==> src/rtl/dm_lsu_if.sv <==
// dm_lsu_if: request/response bundle between a core-side master and the
// dm_lsu data-memory load/store unit. clk/rstn are plain module ports.
interface dm_lsu_if;
    logic        req;
    logic        we;
    logic [31:0] addr;
    logic [1:0]  size;
    logic        uns;
    logic [31:0] wdata;
    logic        ready;
    logic        rvalid;
    logic [31:0] rdata;
    logic        err;

    modport master (
        output req, we, addr, size, uns, wdata,
        input  ready, rvalid, rdata, err
    );

    modport slave (
        input  req, we, addr, size, uns, wdata,
        output ready, rvalid, rdata, err
    );
endinterface

==> src/rtl/dm_lsu.sv <==
// dm_lsu: single-port data-memory load/store unit with byte/half/word access,
// sign/zero extension and LAT read wait states (IDLE -> WAIT -> RESP).
// Optional feature macro: DM_MISALIGN_TRAP_EN
//   defined   -> misaligned requests are trapped (no write, err=1, rdata=0)
//   undefined -> misaligned low address bits are cleared, err stays 0
module dm_lsu #(
    parameter int AW  = 7,
    parameter int LAT = 1
) (
    input  logic     clk,
    input  logic     rstn,
    dm_lsu_if.slave  bus
);
    localparam int          DEPTH    = 1 << AW;
    localparam int          LAT_M1_I = (LAT > 0) ? (LAT - 1) : 0;
    localparam logic [1:0]  LAT_M1   = LAT_M1_I[1:0];

    typedef enum logic [1:0] {
        IDLE = 2'd0,
        WAIT = 2'd1,
        RESP = 2'd2
    } state_t;

    // Memory is never reset; the first four words carry fixed start values.
    logic [31:0] mem_r [DEPTH] = '{0: 32'd2, 1: 32'd4, 2: 32'd8, 3: 32'd3, default: 32'd0};

    state_t      state_r;
    logic [1:0]  cnt_r;
    logic        ready_r;
    logic        rvalid_r;
    logic [31:0] rdata_r;
    logic        err_r;
    logic [31:0] word_r;
    logic [1:0]  off_r;
    logic [1:0]  size_r;
    logic        uns_r;

    logic [AW-1:0] idx_s;
    logic [1:0]    off_s;
    logic          trap_s;
    logic          accept_s;
    logic          st_en_s;
    logic [3:0]    be_s;
    logic [31:0]   wrep_s;
    logic          unused_s;

    // Byte-lane enables for a store of the given size at the given offset.
    function automatic logic [3:0] be_of(input logic [1:0] off, input logic [1:0] sz);
        logic [3:0] be;
        case (sz)
            2'b00:   be = 4'b0001 << off;
            2'b01:   be = off[1] ? 4'b1100 : 4'b0011;
            default: be = 4'b1111;
        endcase
        return be;
    endfunction

    // Extract byte/half from a word and sign- or zero-extend it.
    function automatic logic [31:0] fmt_load(input logic [31:0] w, input logic [1:0] off,
                                             input logic [1:0] sz, input logic u);
        logic [7:0]  b;
        logic [15:0] h;
        logic [31:0] r;
        b = w[{off, 3'b000} +: 8];
        h = off[1] ? w[31:16] : w[15:0];
        case (sz)
            2'b00:   r = {{24{b[7] & ~u}}, b};
            2'b01:   r = {{16{h[15] & ~u}}, h};
            default: r = w;
        endcase
        return r;
    endfunction

    assign idx_s    = bus.addr[AW+1:2];
    assign unused_s = ^bus.addr[31:AW+2];
    assign accept_s = bus.req & ready_r & rstn;
    assign st_en_s  = accept_s & bus.we & ~trap_s;
    assign be_s     = be_of(off_s, bus.size);

    // Effective byte offset and misalignment trap decision.
    always_comb begin
        off_s  = bus.addr[1:0];
        trap_s = 1'b0;
`ifdef DM_MISALIGN_TRAP_EN
        case (bus.size)
            2'b00:   trap_s = 1'b0;
            2'b01:   trap_s = bus.addr[0];
            default: trap_s = (bus.addr[1:0] != 2'b00);
        endcase
`else
        case (bus.size)
            2'b00:   off_s = bus.addr[1:0];
            2'b01:   off_s = {bus.addr[1], 1'b0};
            default: off_s = 2'b00;
        endcase
`endif
    end

    // Replicate narrow store data across all lanes; byte enables pick the target.
    always_comb begin
        wrep_s = bus.wdata;
        case (bus.size)
            2'b00:   wrep_s = {4{bus.wdata[7:0]}};
            2'b01:   wrep_s = {2{bus.wdata[15:0]}};
            default: wrep_s = bus.wdata;
        endcase
    end

    // Store path: write selected byte lanes on the acceptance edge.
    always_ff @(posedge clk) begin
        if (st_en_s) begin
            for (int i = 0; i < 4; i++) begin
                if (be_s[i]) begin
                    mem_r[idx_s][8*i +: 8] <= wrep_s[8*i +: 8];
                end
            end
        end
    end

    // Control FSM with registered ready/rvalid/rdata/err.
    always_ff @(posedge clk or negedge rstn) begin
        if (!rstn) begin
            state_r  <= IDLE;
            cnt_r    <= 2'd0;
            ready_r  <= 1'b1;
            rvalid_r <= 1'b0;
            rdata_r  <= 32'd0;
            err_r    <= 1'b0;
            word_r   <= 32'd0;
            off_r    <= 2'd0;
            size_r   <= 2'd0;
            uns_r    <= 1'b0;
        end else begin
            case (state_r)
                IDLE: begin
                    if (accept_s) begin
                        word_r  <= mem_r[idx_s];
                        off_r   <= off_s;
                        size_r  <= bus.size;
                        uns_r   <= bus.uns;
                        ready_r <= 1'b0;
                        if (trap_s) begin
                            state_r  <= RESP;
                            rvalid_r <= 1'b1;
                            rdata_r  <= 32'd0;
                            err_r    <= 1'b1;
                        end else if (bus.we) begin
                            state_r  <= RESP;
                            rvalid_r <= 1'b1;
                            rdata_r  <= 32'd0;
                            err_r    <= 1'b0;
                        end else if (LAT == 0) begin
                            state_r  <= RESP;
                            rvalid_r <= 1'b1;
                            rdata_r  <= fmt_load(mem_r[idx_s], off_s, bus.size, bus.uns);
                            err_r    <= 1'b0;
                        end else begin
                            state_r <= WAIT;
                            cnt_r   <= LAT_M1;
                        end
                    end
                end
                WAIT: begin
                    if (cnt_r == 2'd0) begin
                        state_r  <= RESP;
                        rvalid_r <= 1'b1;
                        rdata_r  <= fmt_load(word_r, off_r, size_r, uns_r);
                        err_r    <= 1'b0;
                    end else begin
                        cnt_r <= cnt_r - 2'd1;
                    end
                end
                RESP: begin
                    state_r  <= IDLE;
                    ready_r  <= 1'b1;
                    rvalid_r <= 1'b0;
                    rdata_r  <= 32'd0;
                    err_r    <= 1'b0;
                end
                default: begin
                    state_r  <= IDLE;
                    cnt_r    <= 2'd0;
                    ready_r  <= 1'b1;
                    rvalid_r <= 1'b0;
                    rdata_r  <= 32'd0;
                    err_r    <= 1'b0;
                end
            endcase
        end
    end

    assign bus.ready  = ready_r;
    assign bus.rvalid = rvalid_r;
    assign bus.rdata  = rdata_r;
    assign bus.err    = err_r;
endmodule

==> src/flat_wrapper.sv <==
// flat-port wrapper written by rule: the top's interface ports become plain ports
module dm_lsu_flat 
#(
    parameter int AW  = 7,
    parameter int LAT = 1
)
  (clk, rstn, bus_req, bus_we, bus_addr, bus_size, bus_uns, bus_wdata, bus_ready, bus_rvalid, bus_rdata, bus_err);
  dm_lsu_if bus_i ();
  input  logic clk;
  input  logic rstn;
  input wire logic [$bits(bus_i.req)-1:0] bus_req;
  input wire logic [$bits(bus_i.we)-1:0] bus_we;
  input wire logic [$bits(bus_i.addr)-1:0] bus_addr;
  input wire logic [$bits(bus_i.size)-1:0] bus_size;
  input wire logic [$bits(bus_i.uns)-1:0] bus_uns;
  input wire logic [$bits(bus_i.wdata)-1:0] bus_wdata;
  output wire logic [$bits(bus_i.ready)-1:0] bus_ready;
  output wire logic [$bits(bus_i.rvalid)-1:0] bus_rvalid;
  output wire logic [$bits(bus_i.rdata)-1:0] bus_rdata;
  output wire logic [$bits(bus_i.err)-1:0] bus_err;
  assign bus_i.req = bus_req;
  assign bus_i.we = bus_we;
  assign bus_i.addr = bus_addr;
  assign bus_i.size = bus_size;
  assign bus_i.uns = bus_uns;
  assign bus_i.wdata = bus_wdata;
  assign bus_ready = bus_i.ready;
  assign bus_rvalid = bus_i.rvalid;
  assign bus_rdata = bus_i.rdata;
  assign bus_err = bus_i.err;
  dm_lsu #(.AW(AW), .LAT(LAT)) u_core (.clk(clk), .rstn(rstn), .bus(bus_i));
endmodule
==> config.mk <==
export PLATFORM = sky130hd
export DESIGN_NAME = dm_lsu_flat
export DESIGN_NICKNAME = d
export VERILOG_FILES = /design/src/rtl/dm_lsu_if.sv /design/src/rtl/dm_lsu.sv /design/src/flat_wrapper.sv
export SDC_FILE = /design/constraint.sdc
export NUM_CORES = 2
export LEC_CHECK = 0
export CORE_UTILIZATION = 35
export CTS_BUF_LIST = sky130_fd_sc_hd__clkbuf_4 sky130_fd_sc_hd__clkbuf_8 sky130_fd_sc_hd__clkbuf_16
export DETAILED_ROUTE_END_ITERATION = 12
export DONT_BUFFER_PORTS = 1
export HOLD_SLACK_MARGIN = 0.06
export PLACE_DENSITY_LB_ADDON = 0.12
export SYNTH_ARGS = -nofsm -noshare
export SYNTH_HDL_FRONTEND = slang
export SYNTH_SLANG_ARGS = --single-unit
==> constraint.sdc <==
create_clock -name clk -period 4.5 [get_ports clk]
set_clock_uncertainty 0.1 [all_clocks]
set_input_delay 0.45 -clock clk [delete_from_list [all_inputs] [get_ports clk]]
set_output_delay 0.45 -clock clk [all_outputs]
set_load 0.02 [all_outputs]
After elaboration in Yosys (flattened, before gate mapping)
Memory sizes are Yosys's and may differ from the RTL's. A register that Yosys moved wholly into a read port is not among the register bits.
Cells that the tools add are included.
{"block": "word_totals", "inputBits": 71, "regBits": 44, "out_inout_bits": 35, "mem_bits_rw": 4096, "romBits": 0, "latchBits": 0, "n_memories": 1}
{"name": "u_core.mem_r", "words": 128, "width": 32, "rd": 1, "rd_ports_with_merged_regs": 1, "wr": 1, "line": "dm_lsu.sv:25", "text": "logic [31:0] mem_r [DEPTH] = '{0: 32'd2, 1: 32'd4, 2: 32'd8, 3: 32'd3, default: 32'd0};"}
{"block": "op_classes", "div": 0, "n_lt_le_gt_ge": 0, "n_eq_ne": 9, "n_mul": 0, "bitwise_logic": 8, "n_shift": 2, "reduce_logical": 10, "n_mux": 40, "n_addsub": 1}
{"operator": "$pmux 32 s2", "n": 3}
{"operator": "$mux 32", "n": 3}
{"operator": "$shiftx 32x6->8", "n": 1}
{"operator": "$mux 1", "n": 19}
{"operator": "$mux 16", "n": 1}
{"operator": "$mux 2", "n": 6}
{"operator": "$logic_not 2->1", "n": 4}
{"operator": "$pmux 2 s2", "n": 2}
{"operator": "$pmux 4 s2", "n": 1}
{"operator": "$eq 2x1->1 const B", "n": 3}
{"operator": "$ne 2x2->1 const B", "n": 3}
{"operator": "$pmux 1 s2", "n": 3}
{"operator": "$pmux 2 s3", "n": 1}
{"operator": "$reduce_and 2->1", "n": 3}
{"operator": "$and 1x1->1", "n": 5}
{"operator": "$mux 4", "n": 1}
{"operator": "$ne 2x1->1 const B", "n": 2}
{"operator": "$reduce_and 4->1", "n": 1}
{"operator": "$shl 1x2->4 const A", "n": 1}
{"operator": "$not 1->1", "n": 3}
{"operator": "$reduce_and 3->1", "n": 1}
{"operator": "$eq 2x2->1 const B", "n": 1}
{"operator": "$sub 2x1->2 const B", "n": 1}
{"operator": "$logic_not 1->1", "n": 1}

Logic depth before layout (Yosys ltp)
{"block": "depth", "ltp_word": 7, "ltp_mapped": 13, "depth_no_buf": 8}

Worst setup path before layout
OpenSTA, ideal clock, no wires.
{"block": "synth_timing", "path_kind": "input port to flip-flop", "from": "input port bus_size[0]", "to": "memory u_core.mem_r[0][24], data pin", "t_arrival_ns": 5.988, "path_stages": 3, "slack_ns": -2.785, "setup_ns": 1.197, "required_time_ns": 3.203, "path_cell_list": "clkbuf_1 -> mux2i_1 -> o21ai_0"}
{"block": "synth_via", "elab_chain_len": 2, "elab_cells_between_ends": 3}
{"element": "from (decl)", "line": "flat_wrapper.sv:14", "text": "input wire logic [$bits(bus_i.size)-1:0] bus_size;"}
{"element": "$eq 2x1->1 or $logic_not 2->1 (tied branches)", "line": "dm_lsu.sv:102", "text": "case (bus.size)"}
{"element": "$pmux 32 s2 (*)", "line": "dm_lsu.sv:102"}
{"element": "named net u_core.wrep_s[24]", "line": "dm_lsu.sv:44", "text": "logic [31:0] wrep_s;"}
{"element": "to (decl)", "line": "dm_lsu.sv:25"}
Mark *: on every way through the listed nets, which the timed path passes. The rest lies on a longest branch.

==> metrics.yaml <==
outcome: "complete, but fails checks"
violations: "max-slew violations"
antenna_found_initial: 55
die_w_um: 683
cpPeakStageDelay_ns: 0.62
timing.slew.headroom_pct: -8.02
slew_viol_final: 67
synth_fp_nets: 8988
synth_common_cells: "4096 x edfxtp_1, 748 x nor2_1, 538 x a221oi_1"
fp-row-count: 249
finalSetupTns_ns: 0
finalCriticalPeriod_ns: 4.29
ys_ff_latch: 4171
final_nets: 9952
drc: 0
dr.first_iter.drc_count: 10800
core_area_um2: 460000
cts_inserted_buffers: 435
die_h_um: 683
synth_top_area_share_pct: 75.9
drt-pass1-iter-count: 8
gp_congestion: 0.870
max-cap-violations: 0
wl_per_cell_um: 35.4
die-area_um2: 466000
start_util_pct: 35.2
pin_count: 106
grt_pass1_wl_um: 785000
criticalPathCategory: "in2reg"
io_buffers: 0
start_kind: "input port"
ant_nets: 0
cts_root_buffer: "clkbuf_16"
power_leakage_nw: 61.9
yosysSeqAreaShare_pct: 77.0
cts.sinks: 4171
postSynthAreaPerCell_um2: 18.2
p_total_mw: 86.5
layout-drive-gt1-share_pct: 24.7
synth_edf_count: 4096
synth.distinct_cells: 82
async_flop_share_pct: 1.80
irDropWorstVdd_v: 0.000319
hold_violations: 0
cpMaxStageDelayCell: "a2111oi_2"
path_clk_slew_ns: 0.06
worstPathArrival_ns: 5.07
rsz0062_at_grt: "false"
tightest_slew_ns: 1.62
worstPathCellList: "buf_16, buf_16, buf_16, buf_16, mux4_2, nand2_1, and3_1, a311oi_1, a2111oi_2, buf_4, nand4_1, o32a_1"
powerDensity_nw_per_um2: 450
vias_per_cell: 5.68
cp-end-kind: "flop"
clk_latency_ns: 1.01
setup_viol: 0
grt_start_max_net_pins: 387
grt.overflow.total: 0
period_share_pct: 95.3
yosysWarnings: 0
crit_fanout: 122
yosysMostFrequentCell: "edfxtp_1"
yosys_most_used_dff: "edfxtp_1"
vias: 93400
max_freq_mhz: 233
syn-instance-count: 8916
cp.required_ns: 5.28
syn-cell-area_um2: 162000
crit_path_frequent_cell: "buf_16"
grt.total_usage_pct: 24.3
syn_to_final_growth_pct: 18.5
cts_buffer_depth: 4
cts_tree: "done"
synth_area_leaders: "edfxtp_1 76%, mux4_2 6.1%, a221oi_1 2.9%, nor2_1 1.7%, mux2i_1 1.7%"
cts-htree-levels: 5
wirelength_um: 581000
synth_top_cell_by_area: "edfxtp_1"
first_global_vias: 93000
dp_hpwl_um: 366000
hp-class: "in2reg"
through the flow:
step                      setup WS, ns  cell area (um^2)  hold slack [ns]  instances  utilization [%]
after floorplan                  0.948            162000           0.0544       8916                -
final                            0.211            192000            0.102      16400             41.7
after global routing            0.0941            192000           0.0760      16400             41.7
after global placement           -1.24            177000           0.0567      15500             38.4
after CTS                       0.0646            192000           0.0613      16400             41.7
after detailed placement         -1.29            177000           0.0564      15500             38.4
worst max-delay path, delay by kind of cell:
| kind | cells | cell delay [ns] |
|---|---|---|
| AOI/OAI and AO/OA | 3 | 1.02 |
| buffers and inverters | 5 | 1.89 |
| and+or+nand+nor | 3 | 0.36 |
| muxes | 1 | 0.58 |
kinds of logic (layout without fill, tap and decap cells):
logic type / after synthesis / count (layout) / share of synthesized area [%]
xor gates and xnor gates: 1 / 1 / 0.00540
DFF: 4171 / 4171 / 77.0
and+or+nand+nor: 1416 / 1416 / 3.55
adders and majority gates: 1 / 1 / 0.00772
buffers and inverters: 666 / 2004 / 2.17
AOI/OAI and AO/OA: 1797 / 1797 / 8.43
muxes: 863 / 863 / 8.82
other: 1 / 33 / 0.00231
power breakdown:
group          leakage [nW]  switching, mW  internal (mW)
registers              37.8          0.765           43.2
logic                  17.0           4.43           1.93
clock network          7.17           15.3           20.9
total                  61.9           20.5           66.0
flip-flops by register name, summed over array words and instances (netlist names):
name / cells
u_core.mem_r: 4096
u_core.bus.rdata: 32
u_core.word_r: 32
u_core.cnt_r: 2
u_core.off_r: 2
u_core.size_r: 2
u_core.state_r: 2
u_core.bus.ready: 1
u_core.bus.rvalid: 1
u_core.uns_r: 1
path summary, 6_finish.rpt:
check	start	end	slack, ns	cells past startpoint
hold / removal	bus_wdata[4]	u_core.mem_r[119][12]$_DFFE_PP_	0.10	1
hold reg to reg	u_core.word_r[8]$_DFFE_PN0P_	u_core.word_r[8]$_DFFE_PN0P_	0.41	1
max in group asynchronous	rstn	u_core.word_r[29]$_DFFE_PN0P_	3.16	4
setup / recovery	bus_addr[2]	u_core.word_r[21]$_DFFE_PN0P_	0.21	12
min in group asynchronous	rstn	u_core.bus.ready$_DFFE_PN1P_	0.53	3
setup reg to reg	u_core.bus.ready$_DFFE_PN1P_	u_core.word_r[1]$_DFFE_PN0P_	0.76	8
layout by cell type (no fill, tap or decap), drive strengths merged, types with 44 or more instances in the layout:
cell type / instances
mux2: 152
o211ai: 47
clkbuf: 566
a21oi: 219
a2111oi: 57
dfrtp: 74
mux2i: 274
a221o: 91
o21ai: 280
buf: 1125
o22ai: 44
a221oi: 548
clkinv: 198
mux4: 437
nand2: 481
a22o: 81
nor2: 748
a22oi: 159
edfxtp: 4096
o221ai: 51
per-layer routing:
metal,wire (um),track usage [%]
met4,26300,9.44
met2,278000,40.1
met5,180,0
met1,236000,32.4
met3,39700,3.67
final cells by class:
type / count / area (um^2)
Sequential cell: 4171 / 125000
Timing Repair Buffer: 1174 / 10900
Fill cell: 41300 / 268000
Clock inverter: 248 / 2090
Antenna cell: 32 / 80.1
Multi-Input combinational cell: 4079 / 34200
Clock buffer: 563 / 12200
Tap cell: 6149 / 7690
Inverter: 19 / 100
timing repair:
action                                  4_1_cts  5_1_grt
hold buffers                                 58        0
cloned                                        1        3
endpoints found under the hold margin      1565        0
resized for setup                             0        2
endpoints found under the setup margin        1        5
setup buffers                                 0        0
(Power assumes the default switching activity.)
